===== config.mk =====
export PLATFORM = sky130hd
export DESIGN_NAME = ifetch_line_buffer
export DESIGN_NICKNAME = d
export VERILOG_FILES = /design/src/rtl/ifetch_line_buffer.sv
export SDC_FILE = /design/constraint.sdc
export NUM_CORES = 1
export LEC_CHECK = 0
export CAP_MARGIN = 20
export CORE_ASPECT_RATIO = 0.7
export CORE_UTILIZATION = 47
export CTS_BUF_LIST = sky130_fd_sc_hd__clkbuf_8
export DETAILED_ROUTE_END_ITERATION = 16
export PLACE_DENSITY = 0.69
export SETUP_SLACK_MARGIN = 0.15
export SYNTH_ARGS = -nofsm -noshare
export SYNTH_HDL_FRONTEND = slang
export SYNTH_SLANG_ARGS = --single-unit

===== constraint.sdc =====
create_clock -name clk -period 10.35 [get_ports clk]
set_input_delay 1.035 -clock clk [delete_from_list [all_inputs] [get_ports clk]]
set_output_delay 1.035 -clock clk [all_outputs]
set_load 0.02 [all_outputs]

===== src/rtl/ifetch_line_buffer.sv =====
// Single-line instruction fetch buffer in front of one CBusArbiter slot.
// Latency: hits answer combinationally in the request cycle; a miss answers one cycle after the last fill beat.
// Backpressure: the held request is not acknowledged until the line is valid; fill beats advance only on cresp.ready.
//
// Ports:
//   clk    - rising-edge clock
//   reset  - asynchronous active-low reset
//   ireq   - fetch request (valid, addr), held stable until data_ok
//   iresp  - fetch response (addr_ok, data_ok, 32-bit data); all zero unless hitting
//   flush  - invalidates the line (fence.i / satp write)
//   creq   - line-fill burst request towards the bus arbiter
//   cresp  - fill beats (ready, last, 64-bit data) from the arbiter
// Optional: define IFETCH_LINE_BUFFER_STATS_EN to add hit_cnt / miss_cnt outputs.

package ifetch_line_buffer_pkg;
  typedef logic [2:0] msize_t;
  typedef logic [3:0] mlen_t;
  typedef logic [1:0] axi_burst_t;

  localparam msize_t     MSIZE8         = 3'd3;
  localparam mlen_t      MLEN8          = 4'd7;
  localparam axi_burst_t AXI_BURST_INCR = 2'b01;

  typedef struct packed {
    logic        valid;
    logic [63:0] addr;
  } ibus_req_t;

  typedef struct packed {
    logic        addr_ok;
    logic        data_ok;
    logic [31:0] data;
  } ibus_resp_t;

  typedef struct packed {
    logic        valid;
    logic        is_write;
    logic [63:0] addr;
    msize_t      size;
    logic [7:0]  strobe;
    logic [63:0] data;
    mlen_t       len;
    axi_burst_t  burst;
  } cbus_req_t;

  typedef struct packed {
    logic        ready;
    logic        last;
    logic [63:0] data;
  } cbus_resp_t;
endpackage

module ifetch_line_buffer
  import ifetch_line_buffer_pkg::*;
#(
  parameter int LINE_WORDS = 8
) (
  input  logic       clk,
  input  logic       reset,
  input  ibus_req_t  ireq,
  output ibus_resp_t iresp,
  input  logic       flush,
  output cbus_req_t  creq,
  input  cbus_resp_t cresp
`ifdef IFETCH_LINE_BUFFER_STATS_EN
  ,
  output logic [31:0] hit_cnt,
  output logic [31:0] miss_cnt
`endif
);

  localparam int OFF_W = $clog2(LINE_WORDS * 8);
  localparam int IDX_W = OFF_W - 3;
  localparam int TAG_W = 64 - OFF_W;

  typedef enum logic {IDLE, FILL} state_t;

  state_t             state_q, state_d;
  logic               line_vld_q;
  logic               poison_q;
  logic [IDX_W-1:0]   beat_q;
  logic [TAG_W-1:0]   tag_q;
  logic [TAG_W-1:0]   fill_tag_q;
  logic [63:0]        line_q [LINE_WORDS];

  logic [TAG_W-1:0]   req_tag;
  logic [IDX_W-1:0]   req_idx;
  logic [63:0]        hit_word;
  logic               hit;
  logic               miss_start;
  logic [1:0]         unused_addr_lo;

  assign req_tag        = ireq.addr[63:OFF_W];
  assign req_idx        = ireq.addr[OFF_W-1:3];
  assign hit_word       = line_q[req_idx];
  // Byte offset within a 32-bit instruction word carries no information here.
  assign unused_addr_lo = ireq.addr[1:0];

  assign hit        = (state_q == IDLE) && ireq.valid && line_vld_q && (tag_q == req_tag);
  assign miss_start = (state_q == IDLE) && ireq.valid && !hit;

  always_comb begin
    state_d = state_q;
    case (state_q)
      IDLE:    if (miss_start) state_d = FILL;
      FILL:    if (cresp.ready && cresp.last) state_d = IDLE;
      default: state_d = IDLE;
    endcase
  end

  always_comb begin
    iresp = '0;
    creq  = '0;
    if (hit) begin
      iresp.addr_ok = 1'b1;
      iresp.data_ok = 1'b1;
      iresp.data    = ireq.addr[2] ? hit_word[63:32] : hit_word[31:0];
    end
    if (state_q == FILL) begin
      creq.valid = 1'b1;
      creq.addr  = {fill_tag_q, {OFF_W{1'b0}}};
      creq.size  = MSIZE8;
      creq.len   = mlen_t'(LINE_WORDS - 1);
      creq.burst = AXI_BURST_INCR;
    end
  end

  always_ff @(posedge clk or negedge reset) begin
    if (!reset) begin
      state_q    <= IDLE;
      line_vld_q <= 1'b0;
      poison_q   <= 1'b0;
      beat_q     <= '0;
      tag_q      <= '0;
      fill_tag_q <= '0;
    end else begin
      state_q <= state_d;
      if (miss_start) begin
        // The old line is overwritten beat by beat, so it stops being valid now.
        fill_tag_q <= req_tag;
        beat_q     <= '0;
        line_vld_q <= 1'b0;
        poison_q   <= 1'b0;
      end else if ((state_q == IDLE) && flush) begin
        line_vld_q <= 1'b0;
      end
      if (state_q == FILL) begin
        if (flush) poison_q <= 1'b1;
        if (cresp.ready) begin
          beat_q <= beat_q + 1'b1;
          if (cresp.last) begin
            beat_q   <= '0;
            poison_q <= 1'b0;
            // A flush on the last beat itself must also keep the line invalid.
            if (!(poison_q || flush)) begin
              line_vld_q <= 1'b1;
              tag_q      <= fill_tag_q;
            end
          end
        end
      end
    end
  end

  // Line storage carries no reset; line_vld_q guards every read.
  always_ff @(posedge clk) begin
    if ((state_q == FILL) && cresp.ready) line_q[beat_q] <= cresp.data;
  end

`ifdef IFETCH_LINE_BUFFER_STATS_EN
  always_ff @(posedge clk or negedge reset) begin
    if (!reset) begin
      hit_cnt  <= '0;
      miss_cnt <= '0;
    end else begin
      if (hit)        hit_cnt  <= hit_cnt + 32'd1;
      if (miss_start) miss_cnt <= miss_cnt + 32'd1;
    end
  end
`else
  // Statistics counters are not built in this configuration.
`endif

endmodule


; After elaboration in Yosys (flattened, before gate mapping)
; Memory sizes are Yosys's and may differ from the RTL's.
; Index checks and enable logic that the tools add are counted.
[word_totals]
n_memories = 1
reg_bits = 122
ram_bits = 512
in_bits = 134
[memory_table]
columns = name, words, word_bits, rd, rd_clocked_by_memory_dff, write_ports, line
row1 = line_q, 8, 64, 1, 0, 1, 84  ; logic [63:0] line_q [LINE_WORDS];
[op_classes]
bitwise_logic = 2
add_sub_neg = 1
n_reduce_logical = 10
eq_ne = 1
n_mux = 25
[op_table]
columns = operator, count
row1 = $mux 67, 1
row2 = $eq 58x58->1, 1
row3 = $mux 34, 1
row4 = $mux 32, 1
row5 = $mux 1, 16
row6 = $mux 3, 4
row7 = $logic_and 1x1->1, 7
row8 = $mux 5, 1
row9 = $reduce_and 4->1, 1
row10 = $add 3x1->3 const B, 1
row11 = $not 1->1, 2
row12 = $pmux 1 s2, 1
row13 = $logic_not 1->1, 1
row14 = $logic_or 1x1->1, 1

; Longest topological paths before layout
; Gate-level depths: netlist of run 1.
[logic_depth]
word_depth = 11
depth_mapped = 8
mapped_depth_nobuf = 6

; Worst setup path before layout of run 1
; Ideal clock, no wire load.
[synth_path]
kind = input port to flip-flop
startpoint = input port cresp[65] (netlist bit)
endpoint = memory line_q[0][0], enable pin
arrival_ns = 5.778
setup_time_ns = 0.565
setup_slack_ns = 4.007
stages = 3
cell_sequence = nand2_1 or2_1 nor3_1
[synth_between]
elab_chain_len = 3
[synth_lines]
columns = element, line
row1 = from (decl), 64  ; input cbus_resp_t cresp
row2 = $logic_and 1x1->1, 167  ; if ((state_q == FILL) && cresp.ready) line_q[beat_q] <= cresp.data;
row3 = $mux 1, 167
row4 = $mux 1 (not written as such), 167
row5 = to (decl), 84
; Every way passes these cells.

==> results of run 1 <==
==> worst max path at each step <==
stage,start,end,cells after the start
2_1_floorplan,cresp[65],line_q[0][0],3
3_3_place_gp,ireq[26],iresp[29],9
3_5_place_dp,ireq[26],iresp[29],9
4_1_cts,ireq[26],iresp[29],9
5_1_grt,ireq[26],iresp[29],9
6_report,ireq[26],iresp[29],9
==> final cells by class <==
cell class	instances	area, um2
inverters	2	7.51
multi-input cells	627	6760
repair buffers	251	2450
flip-flops and latches	634	18400
clock buffers	99	1360
diodes	2	5.00
fillers	4191	23700
clock inverters	72	370
well taps	730	913
==> worst max-delay path, stage by stage <==
cell and delay (ps):
clkdlybuf4s50_1 430, xor2_1 180, nor4_1 580, nand4_1 250, nor4_2 530, nand4_1 160, buf_4 370, a211oi_1 700
clkdlybuf4s50_1 740
==> synth_stat cells, drive strengths merged <==
cell type / count / share of area
mux2i: 32 / 0.012
xnor2: 15 / 0.0051
or2: 1 / 0.00024
and2: 58 / 0.014
nor2: 7 / 0.0010
o2bb2ai: 1 / 0.00034
a211oi: 64 / 0.019
nor3: 4 / 0.00077
nor2b: 32 / 0.0077
nand2b: 3 / 0.00073
clkbuf: 36 / 0.0052
ha: 1 / 0.00048
mux2: 116 / 0.051
a21oi: 2 / 0.00053
a21o: 1 / 0.00029
nand3: 2 / 0.00039
nor4: 13 / 0.0034
edfxtp: 512 / 0.60
dfrtp: 122 / 0.12
nand4: 6 / 0.0015
o22ai: 1 / 0.00024
inv: 2 / 0.00029
nand2: 10 / 0.0015
buf: 123 / 0.034
conb: 1 / 0.00015
xor2: 44 / 0.015
a311oi: 1 / 0.00034
o21ai: 3 / 0.00058
mux4: 128 / 0.11
==> per-stage QoR <==
stage / utilization / power [mW]
detailed placement: 0.529 / 4.32
global route: 0.561 / 6.42
global placement: 0.529 / 4.28
floorplan: - / 3.92
finish: 0.561 / 6.14
CTS: 0.561 / 6.22
==> layer usage <==
metal	track usage	share of wire	vias to the layer above
met2	0.308	0.48	291
met4	0.0513	0.020	6
met3	0.0519	0.053	85
met1	0.277	0.45	6771
met5	0	0.00081	-
li1	-	-	5682
==> power groups by stage <==
stage               Combinational, mW  Sequential [mW]  Clock [mW]
CTS                              1.07             3.21        1.94
global placement                 1.05             3.23           0
global route                     1.13             3.24        2.05
floorplan                       0.700             3.22           0
detailed placement               1.06             3.26           0
finish                           1.05             3.20        1.88
==> logic make-up after synthesis <==
| group | share of synthesized area |
|---|---|
| adders and majority gates | 0.000484 |
| xor gates and xnor gates | 0.0200 |
| buffers and inverters | 0.0394 |
| muxes | 0.175 |
| DFF | 0.713 |
| other | 0.000145 |
| AOI/OAI and AO/OA | 0.0209 |
| and+or+nand+nor | 0.0312 |
==> sequential cells by signal, summed over array words and instances, names as in the netlist <==
signal      cells
tag_q          58
poison_q        1
line_q        512
fill_tag_q     58
line_vld_q      1
state_q         1
beat_q          3
==> cell usage in the layout (no fill, tap or decap), types with 2 or more instances in the layout <==
cell type,n
edfxtp_1,512
clkdlybuf4s50_1,225
mux4_2,128
dfrtp_1,122
mux2_2,116
clkbuf_8,100
conb_1,82
a211oi_1,64
and2_1,58
xor2_1,44
inv_1,39
mux2i_1,32
nor2b_1,32
buf_4,24
clkinv_1,17
xnor2_1,15
nor4_1,12
clkinv_2,10
nand2_1,9
nand4_1,6
nor2_4,6
nand2b_1,3
o21ai_0,3
inv_8,3
diode_2,2
nand3_1,2
nor3_1,2
nor3_2,2
clkinvlp_4,2
bufinv_16,2
==> results_dict.tcl, run 1 <==
set metrics [dict create \
    status "finished, final reports clean" \
    cts_setup_buffers 0 \
    setup_slack_ps 4310 \
    r2r_start "state_q" \
    p_per_area_nw_per_um2 203 \
    p_int_mw 4.52 \
    wl_per_cell_um 22.4 \
    place_area_um2 28600 \
    path_clk_slew_ps 70 \
    power.leakage_nw 10.5 \
    switchingPower_mw 1.62 \
    pre_cts_ws_ps 4450 \
    hold_buffers 0 \
    max_slew_margin 0.292 \
    start_util 0.478 \
    grt_max_degree 75 \
    syn-cell-area_um2 25800 \
    num_io_pins 315 \
    wirelength_mm 54.2 \
    worstReg2RegEnd "line_q[6][35]" \
    die-width_um 282 \
    fin_crit_sh 0.584 \
    yosysUniqueCellTypes 34 \
    cts_buffers 95 \
    cp.arrival_ps 5010 \
    p_comb_frac 0.172 \
    finClkSkew_ps 20.3 \
    overflow 0 \
    ant_nets 0 \
    clock-sinks 634 \
    drc 0 \
    drv_cap 0 \
    tns_ps 0 \
    rsz0062_at_grt "false" \
    drtPass1Iterations 4 \
    worst_ep_required_time_ps 9320 \
    ff2ff_path_depth 5 \
    ys_seq_elements 634 \
    clk-insertion-delay-late_ps 660 \
    fp.dieH_um 198 \
    cts_root_buf "clkbuf_8" \
    tritoncts "built" \
    ys_seq_area_frac 0.713 \
    worst_slew_pin_slew_ps 1060 \
    hold_ws_ps 397 \
    setup_violations 0 \
    power_frac_clock 0.307 \
    post_drt_via_cell_ratio 5.31 \
    stdcell_area_um2 30300 \
    crit_type "in2out" \
    switching_share 0.264 \
    vias 12800 \
    first_global_vias 13500 \
    irDropWorstVdd_v 0.000124 \
    port_buffers 230 \
    grt_usage 0.197 \
    post_cts_resized 0 \
    dpl.cell_count 2244 \
    start_kind "input port" \
    hold_violations 0 \
    layout.nets 1746 \
    synthCells 1341 \
    worstHoldPathType "in2async" \
    cts.path.max_buffers 3 \
    r2r_slack_ps 6810 \
    drt_iter0_drc 834 \
    syn_area_per_cell_um2 19.3 \
    cp-end-kind "primary output" \
    drive_gt1_frac 0.236 \
    coreArea_um2 54000 \
    syn_to_final_growth_pct 17.3 \
    pwr-share-seq 0.522 \
    final_cells 2417 \
    place_congestion 0.774 \
    antenna_found_initial 5 \
    fmax_mhz 166 \
    synth-warning-count 0 \
    post-route-min-period_ps 6040 \
    detailed_place_hpwl_mm 30.6 \
    slew_viol_final 0 \
    grt_pass1_wl_mm 81.6 \
    rows 71 \
    cp_max_fo 33 \
    die_area_um2 55900 \
    htreeDepth 3 \
]
Note: power is estimated with default switching activity, not from simulation.
==> run 2: changes to the inputs <==
==> constraint.sdc (replaced) <==
create_clock -name clk -period 6 [get_ports clk]
set_input_delay 0.6 -clock clk [delete_from_list [all_inputs] [get_ports clk]]
set_output_delay 0.6 -clock clk [all_outputs]
set_load 0.02 [all_outputs]
==> run 2 against run 1 <==
  * Utilization increased by 0.57 points
  * Hold slack better by 110 ps
  * Setup slack got worse by 3500 ps
  * Routed wire length is 0.36% higher
  * Flip-flop and latch count did not move
  * Power increased by 77%
  * Non-clock buffer count increased by 15
  * Largest power group unchanged
  * First-iteration DRC count is 30% higher
  * Clock power increased by 86%
  * Clock skew increased by 15 ps
==> results_dict.tcl, run 2 (synthesis gave the netlist of run 1 again) <==
set metrics [dict create \
    overflow 0 \
    ff_latch_area_um2 18400 \
    drt_iter0_drc 1085 \
    irDropWorstVdd_v 0.000165 \
    worst_slew_pin_slew_ps 1060 \
    place_congestion 0.793 \
    cp-end-kind "primary output" \
    coreArea_um2 54000 \
    top_usage_layer "met2" \
    start_util 0.478 \
    wirelength_mm 54.4 \
    cts_root_buf "clkbuf_8" \
    setup_slack_ps 790 \
    first_global_vias 13400 \
    dpl.cell_count 2256 \
    post_cts_resized 0 \
    cp_slowest_cell "clkdlybuf4s50_1" \
    met1_usage 0.280 \
    layout_common_cells "edfxtp_1, clkdlybuf4s50_1, mux4_2" \
    worstHoldPathType "reg2reg" \
    cp.arrival_ps 4610 \
    die-width_um 282 \
    post_drt_via_cell_ratio 5.37 \
    wl_per_cell_um 22.4 \
    grt_pass1_wl_mm 81.7 \
    grt_max_degree 76 \
    multi_input_area_um2 6770 \
    grt_usage 0.197 \
    start_kind "input port" \
    power.total_mw 10.8 \
    cp_slowest_stage_delay_ps 750 \
    layout.nets 1762 \
    final_cells 2430 \
    setup_violations 0 \
    fp.dieH_um 198 \
    die_area_um2 55900 \
    fin_crit_sh 0.868 \
    final_util 0.567 \
    max_slew_margin 0.286 \
    hold_ws_ps 507 \
    power.leakage_nw 10.6 \
    vias 13100 \
    nFillCells 4165 \
    worst_ep_required_time_ps 5400 \
    fmax_mhz 192 \
    path_clk_slew_ps 60 \
    cts_buffers 96 \
    post-route-min-period_ps 5210 \
    registers.top_by_ff_count "line_q" \
    clock-sinks 634 \
    antenna_found_initial 5 \
    cts_setup_buffers 0 \
    drtPass1Iterations 5 \
    layout_commonest_cell "edfxtp_1" \
    slew_viol_final 0 \
    hold_buffers 1 \
    largestRegisters "line_q: 512 flops, fill_tag_q: 58 flops, tag_q: 58 flops" \
    num_io_pins 315 \
    rows 71 \
    crit_chain "clkdlybuf4s50_1 -> xor2_1 -> nor4_1 -> nand4_1 -> nor4_2 -> nand4_1 -> buf_4 -> a211oi_1 -> clkdlybuf4s50_1" \
    tns_ps 0 \
    drv_cap 0 \
    drive_gt1_frac 0.245 \
    globalRouteMet2Util 0.308 \
    rsz0062_at_grt "false" \
    finClkSkew_ps 35.2 \
    port_buffers 230 \
    p_per_area_nw_per_um2 354 \
    hold_violations 0 \
    cts.path.max_buffers 3 \
    ff2ff_path_depth 8 \
    tritoncts "built" \
    met3_usage 0.0420 \
    crit_type "in2out" \
    place_area_um2 28700 \
    clk-insertion-delay-late_ps 680 \
    cp_max_fo 33 \
    drc 0 \
    syn_to_final_growth_pct 18.5 \
    detailed_place_hpwl_mm 31.5 \
    status "finished, final reports clean" \
    htreeDepth 3 \
    largest_register_ff_count 512 \
    stdcell_area_um2 30600 \
    pre_cts_ws_ps 951 \
    ant_nets 0 \
    min_path_cells 1 \
]
-- run 2: layout make-up --
type                       count  area share
antenna                        1   0.0000817
sequential                   634       0.602
tap                          730      0.0298
multi-input combinational    627       0.221
timing repair buffer         266      0.0855
clock buffer                 101      0.0454
inverter                       2    0.000245
clock inverter                69      0.0158
-- run 2: final timing paths --
| check | from | to | slack, ps |
|---|---|---|---|
| worst max-delay path | ireq[26] | iresp[27] | 790 |
| worst min register to register | fill_tag_q[16] | tag_q[16] | 510 |
| worst min-delay path | fill_tag_q[16] | tag_q[16] | 510 |
| worst max register to register | state_q | fill_tag_q[18] | 2630 |
| max in group asynchronous | reset | tag_q[28] | 4120 |
| min in group asynchronous | reset | fill_tag_q[5] | 570 |
-- run 2: routing by layer --
metal / vias up / share of wire
met5: - / 0.00085
met4: 8 / 0.017
met3: 77 / 0.056
met2: 352 / 0.49
met1: 6926 / 0.44
li1: 5694 / -
-- run 2: worst max-delay path, delay by kind of cell --
kind,cells,cell delay [ps]
buffers and inverters,3,1550
xor gates and xnor gates,1,180
AOI/OAI and AO/OA,1,710
and+or+nand+nor,4,1550
-- run 2: power by group --
group / leakage [nW] / total [mW] / switching [mW] / internal [mW]
Clock: 1.07 / 3.49 / 1.63 / 1.86
Combinational: 3.46 / 1.83 / 0.911 / 0.916
Sequential: 6.08 / 5.53 / 0.262 / 5.26
==> run 3: changes to the inputs <==
--- a/config.mk
+++ b/config.mk
@@ -5,7 +5,7 @@
 export SDC_FILE = /design/constraint.sdc
 export NUM_CORES = 1
 export LEC_CHECK = 0
-export CAP_MARGIN = 20
+export CAP_MARGIN = 40
 export CORE_ASPECT_RATIO = 0.7
 export CORE_UTILIZATION = 47
 export CTS_BUF_LIST = sky130_fd_sc_hd__clkbuf_8
==> run 3 against run 2 <==
  * Maximum frequency up 0.64%
  * Sequential power about the same
  * Critical path depth unchanged
  * Routed wire length about the same
  * Largest cell class unchanged
  * Critical path type unchanged
  * Utilization about the same
  * Sequential share of layout area about the same
==> results_dict.tcl, run 3 (synthesis gave the netlist of run 1 again) <==
set metrics [dict create \
    multi_input_area_um2 6770 \
    power.leakage_nw 10.6 \
    hold_violations 0 \
    drc 0 \
    start_kind "input port" \
    largestRegisters "line_q: 512 flops, fill_tag_q: 58 flops, tag_q: 58 flops" \
    fin_crit_sh 0.863 \
    p_per_area_nw_per_um2 348 \
    die-width_um 282 \
    tns_ps 0 \
    cts.path.max_buffers 3 \
    grt_pass1_wl_mm 82.3 \
    layout_commonest_cell "edfxtp_1" \
    status "finished, final reports clean" \
    setup_violations 0 \
    post_drt_via_cell_ratio 5.28 \
    r2r_slack_ps 2750 \
    hold_ws_ps 515 \
    coreArea_um2 54000 \
    layout.nets 1767 \
    post-route-min-period_ps 5180 \
    cp-end-kind "primary output" \
    irDropWorstVdd_v 0.000163 \
    p_int_mw 7.86 \
    overflow 0 \
    switchingPower_mw 2.80 \
    die_area_um2 55900 \
    finClkSkew_ps 30.1 \
    max_slew_margin 0.459 \
    rows 71 \
    vias 12900 \
    switching_share 0.263 \
    drv_cap 0 \
    cp.arrival_ps 4580 \
    layout_common_cells "edfxtp_1, clkdlybuf4s50_1, mux4_2" \
    cts_buffers 96 \
    cts_root_buf "clkbuf_8" \
    fp.dieH_um 198 \
    drtPass1Iterations 7 \
    clock-sinks 634 \
    worst_ep_required_time_ps 5400 \
    nFillCells 4160 \
    ant_nets 0 \
    crit_type "in2out" \
    rsz0062_at_grt "false" \
    largest_register_ff_count 512 \
    cts_setup_buffers 0 \
    worstSetupEndpoint "iresp[27]" \
    p_comb_frac 0.173 \
    min_path_cells 1 \
    place_congestion 0.793 \
    cp_max_fo 33 \
    port_buffers 230 \
    tritoncts "built" \
    antenna_found_initial 5 \
    wl_per_cell_um 22.2 \
    syn_to_final_growth_pct 18.5 \
    setup.worst_path.start "ireq[26]" \
    worst_slew_pin_slew_ps 807 \
    start_util 0.478 \
    worstReg2RegEnd "line_q[0][32]" \
    pwr-share-seq 0.518 \
    power_frac_clock 0.309 \
    r2r_start "state_q" \
    grt_max_degree 73 \
    detailed_place_hpwl_mm 32.1 \
    slew_viol_final 0 \
    path_clk_slew_ps 50 \
    fmax_mhz 193 \
    drive_gt1_frac 0.244 \
    htreeDepth 3 \
    ff2ff_path_depth 6 \
    grt_usage 0.199 \
    clk-insertion-delay-late_ps 670 \
    worstHoldPathType "reg2reg" \
    drt_iter0_drc 1200 \
    wirelength_mm 54.3 \
    first_global_vias 13500 \
    registers.top_by_ff_count "line_q" \
    num_io_pins 315 \
    ff_latch_area_um2 18400 \
]
==> run 3: cell types whose count changed in the layout (fill, tap and decap cells not counted) <==
| cell | previous run | this run |
|---|---|---|
| diode_2 | 1 | 2 |
| clkinv_2 | 10 | 11 |
| buf_16 | 0 | 4 |
| bufinv_16 | 7 | 3 |
| clkinv_1 | 20 | 26 |
| inv_1 | 30 | 34 |
| clkbuf_8 | 102 | 100 |
| clkdlybuf4s18_2 | 0 | 1 |
==> run 3: worst min-delay path by stage <==
stage                    from  slack (ps)              to
2_1_floorplan           reset         300       beat_q[0]
3_3_place_gp   fill_tag_q[52]         500       tag_q[52]
3_5_place_dp   fill_tag_q[30]         510       tag_q[30]
4_1_cts              ireq[34]         510  fill_tag_q[28]
5_1_grt              tag_q[8]         540        tag_q[8]
6_report       fill_tag_q[24]         520       tag_q[24]
==> run 3: power by group through the flow <==
stage	Sequential [mW]	Clock [mW]	Combinational, mW
floorplan	5.55	0	1.21
global placement	5.58	0	1.82
detailed placement	5.61	0	1.86
CTS	5.53	3.40	1.87
global route	5.59	3.57	1.98
finish	5.52	3.29	1.84
==> run 3: cell type report <==
type | instances | area share
inverter | 2 | 0.000245
clock inverter | 76 | 0.0132
antenna | 2 | 0.000163
tap | 730 | 0.0298
multi-input combinational | 627 | 0.221
clock buffer | 99 | 0.0445
sequential | 634 | 0.602
timing repair buffer | 271 | 0.0893
==> run 3: worst max-delay path: stages <==
cell and delay [ps]:
clkdlybuf4s50_1 440, xor2_1 190, nor4_1 630, nand4_1 260, nor4_2 490, nand4_1 150
buf_4 350, a211oi_1 710, clkdlybuf4s50_1 740
==> run 3: timing repair <==
item / 4_1_cts / 5_1_grt
hold endpoints to repair: 37 / 0
hold buffers: 1 / 0
resized for setup: 0 / 0
==> run 3: layer usage <==
metal | global-route usage | vias up | part of all wire
met5 | 0 | - | 0.00075
met4 | 0.0466 | 6 | 0.015
met3 | 0.0503 | 78 | 0.053
met2 | 0.312 | 303 | 0.49
met1 | 0.281 | 6786 | 0.45
li1 | - | 5720 | -
==> run 3: through the flow <==
step / cell area [um2] / instances / setup slack [ps] / total power, mW / utilization
after floorplan: 26100 / 1422 / 187 / 6.76 / -
after global placement: 28700 / 2256 / 969 / 7.39 / 0.531
after detailed placement: 28800 / 2263 / 964 / 7.48 / 0.534
after CTS: 30600 / 2439 / 889 / 10.8 / 0.567
after global routing: 30600 / 2439 / 668 / 11.1 / 0.567
final: 30600 / 2441 / 824 / 10.7 / 0.567
